--- src/rtl/boot_loader_if.sv ---
// Loader bus bundle: UART RX handshake, RAM write port and core/status signals.
interface boot_loader_if #(
  parameter int unsigned ADDR_W = 14
);
  logic [7:0]        rx_data;
  logic              rx_valid;
  logic              rx_ready;
  logic              reboot;
  logic              ld_we;
  logic [ADDR_W-1:0] ld_addr;
  logic [31:0]       ld_wdata;
  logic [3:0]        ld_wmask;
  logic              core_resetn;
  logic              busy;
  logic              done;
  logic              error;

  // Environment side: byte source, reboot request, RAM/core observer.
  modport master (
    output rx_data, rx_valid, reboot,
    input  rx_ready, ld_we, ld_addr, ld_wdata, ld_wmask,
    input  core_resetn, busy, done, error
  );

  // Loader side.
  modport slave (
    input  rx_data, rx_valid, reboot,
    output rx_ready, ld_we, ld_addr, ld_wdata, ld_wmask,
    output core_resetn, busy, done, error
  );
endinterface

--- src/rtl/boot_loader.sv ---
// Power-up program loader: length, little-endian words to RAM, XOR checksum, core release.
module boot_loader #(
  parameter int unsigned ADDR_W = 14
) (
  input  logic          clk,
  input  logic          reset,
  boot_loader_if.slave  bus
);

  localparam int unsigned WIDX_W    = ADDR_W + 1;
  localparam logic [32:0] MAX_WORDS = 33'(1) << ADDR_W;

  typedef enum logic [2:0] {
    S_LEN  = 3'd0,
    S_DATA = 3'd1,
    S_SUM  = 3'd2,
    S_RUN  = 3'd3,
    S_ERR  = 3'd4
  } state_e;

  state_e state_q, state_d;

  logic [31:0]       n_q, n_d;
  logic [1:0]        bsel_q, bsel_d;
  logic [WIDX_W-1:0] widx_q, widx_d;
  logic [23:0]       word_q, word_d;
  logic [7:0]        xor_q, xor_d;
  logic              we_q, we_d;
  logic [ADDR_W-1:0] addr_q, addr_d;
  logic [31:0]       wdata_q, wdata_d;
  logic [3:0]        wmask_q, wmask_d;
  logic              resetn_q, resetn_d;
  logic              busy_q, busy_d;
  logic              done_q, done_d;
  logic              error_q, error_d;

  logic              rx_ready_c;
  logic              acc_c;
  logic              len_done_c;
  logic              word_done_c;
  logic              last_word_c;
  logic              sum_ok_c;
  logic [31:0]       n_full_c;
  logic [WIDX_W-1:0] widx_inc_c;

  assign acc_c = bus.rx_valid & rx_ready_c;

  // Transfer-level events shared by the FSM and the datapath.
  always_comb begin
    n_full_c    = {bus.rx_data, n_q[23:0]};
    widx_inc_c  = widx_q + WIDX_W'(1);
    len_done_c  = (state_q == S_LEN)  && acc_c && (bsel_q == 2'd3);
    word_done_c = (state_q == S_DATA) && acc_c && (bsel_q == 2'd3);
    last_word_c = (32'(widx_inc_c) == n_q);
    sum_ok_c    = (bus.rx_data == xor_q);
  end

  // State register.
  always_ff @(posedge clk or posedge reset) begin
    if (reset) begin
      state_q <= S_LEN;
    end else begin
      state_q <= state_d;
    end
  end

  // Next-state logic; reboot overrides any byte accepted in the same cycle.
  always_comb begin
    state_d = state_q;
    if (bus.reboot) begin
      state_d = S_LEN;
    end else begin
      case (state_q)
        S_LEN: begin
          if (len_done_c) begin
            if ({1'b0, n_full_c} > MAX_WORDS) begin
              state_d = S_ERR;
            end else if (n_full_c == 32'd0) begin
              state_d = S_SUM;
            end else begin
              state_d = S_DATA;
            end
          end
        end
        S_DATA: begin
          if (word_done_c && last_word_c) begin
            state_d = S_SUM;
          end
        end
        S_SUM: begin
          if (acc_c) begin
            state_d = sum_ok_c ? S_RUN : S_ERR;
          end
        end
        default: state_d = state_q;
      endcase
    end
  end

  // Output decode: live rx_ready, next values of the registered status flags.
  always_comb begin
    rx_ready_c = 1'b0;
    busy_d     = 1'b0;
    done_d     = 1'b0;
    error_d    = 1'b0;
    resetn_d   = 1'b0;
    case (state_q)
      S_LEN, S_DATA, S_SUM: rx_ready_c = 1'b1;
      default:              rx_ready_c = 1'b0;
    endcase
    case (state_d)
      S_LEN, S_DATA, S_SUM: busy_d = 1'b1;
      S_RUN: begin
        done_d   = 1'b1;
        resetn_d = 1'b1;
      end
      S_ERR:   error_d = 1'b1;
      default: busy_d = 1'b0;
    endcase
  end

  // Status flags registered from the next state so they never glitch.
  always_ff @(posedge clk or posedge reset) begin
    if (reset) begin
      busy_q   <= 1'b1;
      done_q   <= 1'b0;
      error_q  <= 1'b0;
      resetn_q <= 1'b0;
    end else begin
      busy_q   <= busy_d;
      done_q   <= done_d;
      error_q  <= error_d;
      resetn_q <= resetn_d;
    end
  end

  // Datapath next state: length capture, word assembly, checksum, write port.
  always_comb begin
    n_d     = n_q;
    bsel_d  = bsel_q;
    widx_d  = widx_q;
    word_d  = word_q;
    xor_d   = xor_q;
    we_d    = 1'b0;
    addr_d  = addr_q;
    wdata_d = wdata_q;
    if (bus.reboot) begin
      n_d    = 32'd0;
      bsel_d = 2'd0;
      widx_d = '0;
      word_d = 24'd0;
      xor_d  = 8'd0;
    end else if (acc_c) begin
      case (state_q)
        S_LEN: begin
          case (bsel_q)
            2'd0:    n_d[7:0]   = bus.rx_data;
            2'd1:    n_d[15:8]  = bus.rx_data;
            2'd2:    n_d[23:16] = bus.rx_data;
            default: n_d[31:24] = bus.rx_data;
          endcase
          bsel_d = bsel_q + 2'd1;
        end
        S_DATA: begin
          xor_d  = xor_q ^ bus.rx_data;
          bsel_d = bsel_q + 2'd1;
          case (bsel_q)
            2'd0: word_d[7:0]   = bus.rx_data;
            2'd1: word_d[15:8]  = bus.rx_data;
            2'd2: word_d[23:16] = bus.rx_data;
            default: begin
              we_d    = 1'b1;
              addr_d  = widx_q[ADDR_W-1:0];
              wdata_d = {bus.rx_data, word_q};
              widx_d  = widx_inc_c;
            end
          endcase
        end
        default: ;
      endcase
    end
    wmask_d = we_d ? 4'hF : 4'h0;
  end

  // Datapath registers.
  always_ff @(posedge clk or posedge reset) begin
    if (reset) begin
      n_q     <= 32'd0;
      bsel_q  <= 2'd0;
      widx_q  <= '0;
      word_q  <= 24'd0;
      xor_q   <= 8'd0;
      we_q    <= 1'b0;
      addr_q  <= '0;
      wdata_q <= 32'd0;
      wmask_q <= 4'h0;
    end else begin
      n_q     <= n_d;
      bsel_q  <= bsel_d;
      widx_q  <= widx_d;
      word_q  <= word_d;
      xor_q   <= xor_d;
      we_q    <= we_d;
      addr_q  <= addr_d;
      wdata_q <= wdata_d;
      wmask_q <= wmask_d;
    end
  end

  assign bus.rx_ready    = rx_ready_c;
  assign bus.ld_we       = we_q;
  assign bus.ld_addr     = addr_q;
  assign bus.ld_wdata    = wdata_q;
  assign bus.ld_wmask    = wmask_q;
  assign bus.core_resetn = resetn_q;
  assign bus.busy        = busy_q;
  assign bus.done        = done_q;
  assign bus.error       = error_q;

endmodule

--- src/flat_wrapper.sv ---
// flat-port wrapper written by rule: the top's interface ports become plain ports
module boot_loader_flat 
#(
  parameter int unsigned ADDR_W = 14
)
  (clk, reset, bus_rx_data, bus_rx_valid, bus_reboot, bus_rx_ready, bus_ld_we, bus_ld_addr, bus_ld_wdata, bus_ld_wmask, bus_core_resetn, bus_busy, bus_done, bus_error);
  boot_loader_if #(.ADDR_W(ADDR_W)) bus_i ();
  input  logic clk;
  input  logic reset;
  input wire logic [$bits(bus_i.rx_data)-1:0] bus_rx_data;
  input wire logic [$bits(bus_i.rx_valid)-1:0] bus_rx_valid;
  input wire logic [$bits(bus_i.reboot)-1:0] bus_reboot;
  output wire logic [$bits(bus_i.rx_ready)-1:0] bus_rx_ready;
  output wire logic [$bits(bus_i.ld_we)-1:0] bus_ld_we;
  output wire logic [$bits(bus_i.ld_addr)-1:0] bus_ld_addr;
  output wire logic [$bits(bus_i.ld_wdata)-1:0] bus_ld_wdata;
  output wire logic [$bits(bus_i.ld_wmask)-1:0] bus_ld_wmask;
  output wire logic [$bits(bus_i.core_resetn)-1:0] bus_core_resetn;
  output wire logic [$bits(bus_i.busy)-1:0] bus_busy;
  output wire logic [$bits(bus_i.done)-1:0] bus_done;
  output wire logic [$bits(bus_i.error)-1:0] bus_error;
  assign bus_i.rx_data = bus_rx_data;
  assign bus_i.rx_valid = bus_rx_valid;
  assign bus_i.reboot = bus_reboot;
  assign bus_rx_ready = bus_i.rx_ready;
  assign bus_ld_we = bus_i.ld_we;
  assign bus_ld_addr = bus_i.ld_addr;
  assign bus_ld_wdata = bus_i.ld_wdata;
  assign bus_ld_wmask = bus_i.ld_wmask;
  assign bus_core_resetn = bus_i.core_resetn;
  assign bus_busy = bus_i.busy;
  assign bus_done = bus_i.done;
  assign bus_error = bus_i.error;
  boot_loader #(.ADDR_W(ADDR_W)) u_core (.clk(clk), .reset(reset), .bus(bus_i));
endmodule
--- config.mk ---
export PLATFORM = sky130hd
export DESIGN_NAME = boot_loader_flat
export DESIGN_NICKNAME = d
export VERILOG_FILES = /design/src/rtl/boot_loader_if.sv /design/src/rtl/boot_loader.sv /design/src/flat_wrapper.sv
export SDC_FILE = /design/constraint.sdc
export NUM_CORES = 1
export LEC_CHECK = 0
export ABC_AREA = 1
export CAP_MARGIN = 20
export CORE_UTILIZATION = 57
export CTS_CLUSTER_DIAMETER = 120
export DETAILED_ROUTE_END_ITERATION = 7
export PLACE_DENSITY_LB_ADDON = 0.2
export SYNTH_ARGS = -nofsm -noshare
export SYNTH_HDL_FRONTEND = slang
export SYNTH_SLANG_ARGS = --single-unit
--- constraint.sdc ---
create_clock -name clk -period 12 [get_ports clk]
set_clock_uncertainty 0.1 [all_clocks]
set_input_delay 2.4 -clock clk [delete_from_list [all_inputs] [get_ports clk]]
set_output_delay 2.4 -clock clk [all_outputs]
set_load 0.02 [all_outputs]
==> out/summary.log <==
[outcome] outcome finished, final reports clean
[clocking] clock latency reported for the late side of the worst-skew pair 0.54 ns
[detailed_routing] number of detailed-route iterations in the first pass 5
[die] Core Footprint 0.0104 sq mm
[final_layout] most frequent cells in the layout 282 x sky130_fd_sc_hd__nand2_1, 133 x sky130_fd_sc_hd__dfrtp_1, 82 x sky130_fd_sc_hd__o21ai_0
[global_routing] total global routing track utilization 28.5%
[worst_setup_path] crit path max fanout 5
[power] switching share of power 27.0%
[yosys] distinct cell type count after synthesis 34
[detailed_routing] Wirelength per Cell 15.0 microns
[worst_setup_path] Crit. End Element output port
[timing] count of pins over their slew limit 0
[yosys] cell types with the largest area share after synthesis sky130_fd_sc_hd__dfrtp_1 54%, sky130_fd_sc_hd__nand2_1 17%, sky130_fd_sc_hd__o21ai_0 6.6%
[die] die width 106 microns
[worst_setup_path] worst flop-to-flop path startpoint u_core.widx_q[0]
[die] number of ports placed on the die boundary 68
[global_routing] antenna violations before repair 0
[clocking] clock tree from TritonCTS built
[clocking] clock transition at the register clock pins on the worst setup and hold paths after CTS 0.06 ns
[timing] Max-slew headroom 33.3%
[worst_setup_path] CP max stage delay 0.69 ns
[yosys] synthesized netlist cell count 760
[hold_path] min-delay worst type flip-flop to flip-flop
[timing] final setup fails 0
[final_layout] area growth from synthesis to layout 22.0%
[final_layout] fraction of final layout cells with drive strength greater than 1 6.95%
[clocking] number of buffers added for setup after CTS 0
[timing] TNS Setup 0 ns
[die] # rows 37
[timing] slew at the pin with the worst max-slew slack 0.999 ns
[timing] post-route minimum period 4.53 ns
[power] IR Drop Worst-Case VDD 0.000117 V
[worst_setup_path] depth of the worst register-to-register path 15
[worst_setup_path] Reg-to-Reg End u_core.bus.busy
[worst_setup_path] critical path data arrival time 2.03 ns
[detailed_routing] Post-Route WL 14,600 microns
[placed_design] Final GP Congestion 0.929
[detailed_routing] Via-to-Cell Ratio 5.40
[detailed_routing] violation count after the first detailed-routing iteration 431
[clocking] # hold bufs at CTS 0
[clocking] TritonCTS sink count 134
[yosys] sequential fraction of the synthesis area 54.3%
[global_routing] number of global-route vias before repair 5,048
[global_routing] global-route wire length before repair 24,500 microns
[timing] final setup slack of the worst path 7.47 ns
[die] starting utilization of the core area 59.3%
[timing] number of hold violations in the final report 0
[die] vertical die dimension 106 microns
[final_layout] # fillers 792
[worst_setup_path] Required @ worst endpoint 9.50 ns
[power] share of power burned in registers 44.0%
[yosys] post-synthesis instance area 0.00618 sq mm
[clocking] CTS H-tree lvls 4
[final_layout] count of inserted antenna diode cells 0
[timing] part of the cycle the worst path needs 37.8%
[yosys] leading area contributor after synthesis sky130_fd_sc_hd__dfrtp_1
[placed_design] worst slack at placement 7.08 ns
[worst_setup_path] launching element of the worst setup path u_core.state_q[0]
[worst_setup_path] end point of the critical path bus_rx_ready
[clocking] largest buffer count on any clock path 2
[clocking] buffer type at the clock tree root sky130_fd_sc_hd__clkbuf_8
[detailed_routing] antenna violation net count after detailed routing 0
[yosys] area fraction of the dominant cell type after synthesis 53.9%
[placed_design] detailed placement HPWL 9720 microns
[worst_setup_path] Setup CP Type flip-flop to output port
[power] static leakage power 0.00361 uW
[power] fraction of power consumed by the clock network 43.6%
[worst_setup_path] slack of the worst reg-to-reg path 9.61 ns
[final_layout] nets@finish 840
[die] Die Area 0.0113 sq mm
[power] net switching power 319 uW
[power] share of total power in combinational logic 12.4%
[placed_design] number of buffers inserted by port buffering 67
[clocking] Resized Gates After CTS 0
[power] cell internal pwr 860 uW
[yosys] net count after synthesis 778
[clocking] total CTS buffers 17
[run] maxcap violations 0
[timing] RSZ-0062 raised after global routing false
[worst_setup_path] ordered list of cells on the worst path a21oi_1, clkdlybuf4s50_1
[yosys] mean area per synthesized cell 8.13 sq um
[worst_setup_path] Setup crit start kind flip-flop
[global_routing] grt ovf 0
[timing] Hold Slack 0.371 ns
[yosys] number of synthesized register bits 134
[global_routing] maximum number of pins on one net before global-route repair 83
[power] cell area power density 156 mW/mm^2
[detailed_routing] total number of vias 5,242
[timing] Max Freq 221 MHz
[yosys] YS warnings 0
[detailed_routing] number of DRC violations after detailed routing 0
[worst_setup_path] slowest library cell on the worst path sky130_fd_sc_hd__clkdlybuf4s50_1
[final_layout] leading cell type in the layout, fill and taps excluded sky130_fd_sc_hd__nand2_1
[critical path: cells and delay by family, from the launching register on]
| family | cells | cell delay (ns) |
|---|---|---|
| AOI/OAI and AO/OA | 1 | 0.39 |
| DFF | 1 | 0.42 |
| buffers and inverters | 1 | 0.69 |
[power by group through the flow]
| stage | sequential (uW) | combinational (uW) | clock, uW |
|---|---|---|---|
| after CTS | 519 | 144 | 520 |
| after detailed placement | 526 | 142 | 0 |
| after global routing | 523 | 164 | 542 |
| after floorplan | 525 | 93.9 | 0 |
| after global placement | 524 | 137 | 0 |
| final | 519 | 146 | 514 |
[logic make-up after synthesis]
group,synth area share [%]
AO/OA/AOI/OAI,8.89
AND/OR/NAND/NOR,28.4
XOR/XNOR,1.64
buffers and inverters,5.55
flip-flops,54.3
adder cells (fa/ha/maj),1.22
[synth_stat cells (all sizes together)]
library cell,count
nand2,286
dfrtp,133
o21ai,87
nand3,60
nor2,58
inv,57
clkbuf,15
buf,13
nand4,8
nor3,7
ha,6
o22ai,6
a21oi,5
xor2,5
xnor2,4
a31oi,2
o21bai,2
a211oi,1
a22o,1
dfstp,1
nand3b,1
or2,1
xnor3,1
[layout make-up]
cell class / instances / area, sq um / share of cell area, %
sequential: 134 / 3350 / 44.5
multi-input combinational: 541 / 2480 / 32.9
timing repair buffer: 71 / 721 / 9.56
clock buffer: 22 / 473 / 6.28
inverter: 57 / 216 / 2.87
tap: 136 / 170 / 2.26
clock inverter: 10 / 120 / 1.59
[flip-flops by register name, summed over array words and instances (netlist names), 2 cells and up]
name and count:
u_core.bsel_q 2, u_core.bus.ld_addr 14, u_core.bus.ld_wdata 32, u_core.n_q 32, u_core.state_q 3, u_core.widx_q 15, u_core.word_q 24, u_core.xor_q 8
[stage by stage]
stage	utilization [%]	cell area (sq um)	cells	total power [uW]
after floorplan	-	6180	760	618
after global routing	72.3	7530	971	1230
after detailed placement	66.3	6910	937	668
after CTS	72.0	7500	969	1180
final	72.3	7530	971	1180
after global placement	66.3	6910	937	661
[worst min-delay path by stage]
stage,startpoint,cells past startpoint,slack [ns],endpoint
detailed placement,u_core.bus.ld_wdata[0],2,0.36,u_core.bus.ld_wdata[0]
global route,u_core.bus.ld_wdata[0],2,0.40,u_core.bus.ld_wdata[0]
finish,u_core.bus.ld_wdata[29],2,0.37,u_core.bus.ld_wdata[29]
floorplan,u_core.word_q[0],2,0.35,u_core.bus.ld_wdata[0]
CTS,u_core.bus.ld_wdata[29],2,0.37,u_core.bus.ld_wdata[29]
global placement,u_core.bus.ld_wdata[3],2,0.35,u_core.bus.ld_wdata[3]
[per-layer routing]
layer | vias to the layer above | part of all wire [%] | global-route usage (%)
met5 | - | 0 | 0
met4 | 0 | 2.5 | 12.0
met3 | 31 | 4.7 | 5.46
met2 | 161 | 49 | 45.1
met1 | 2494 | 44 | 38.5
li1 | 2556 | - | -
Note: power is estimated with default switching activity, not from simulation.
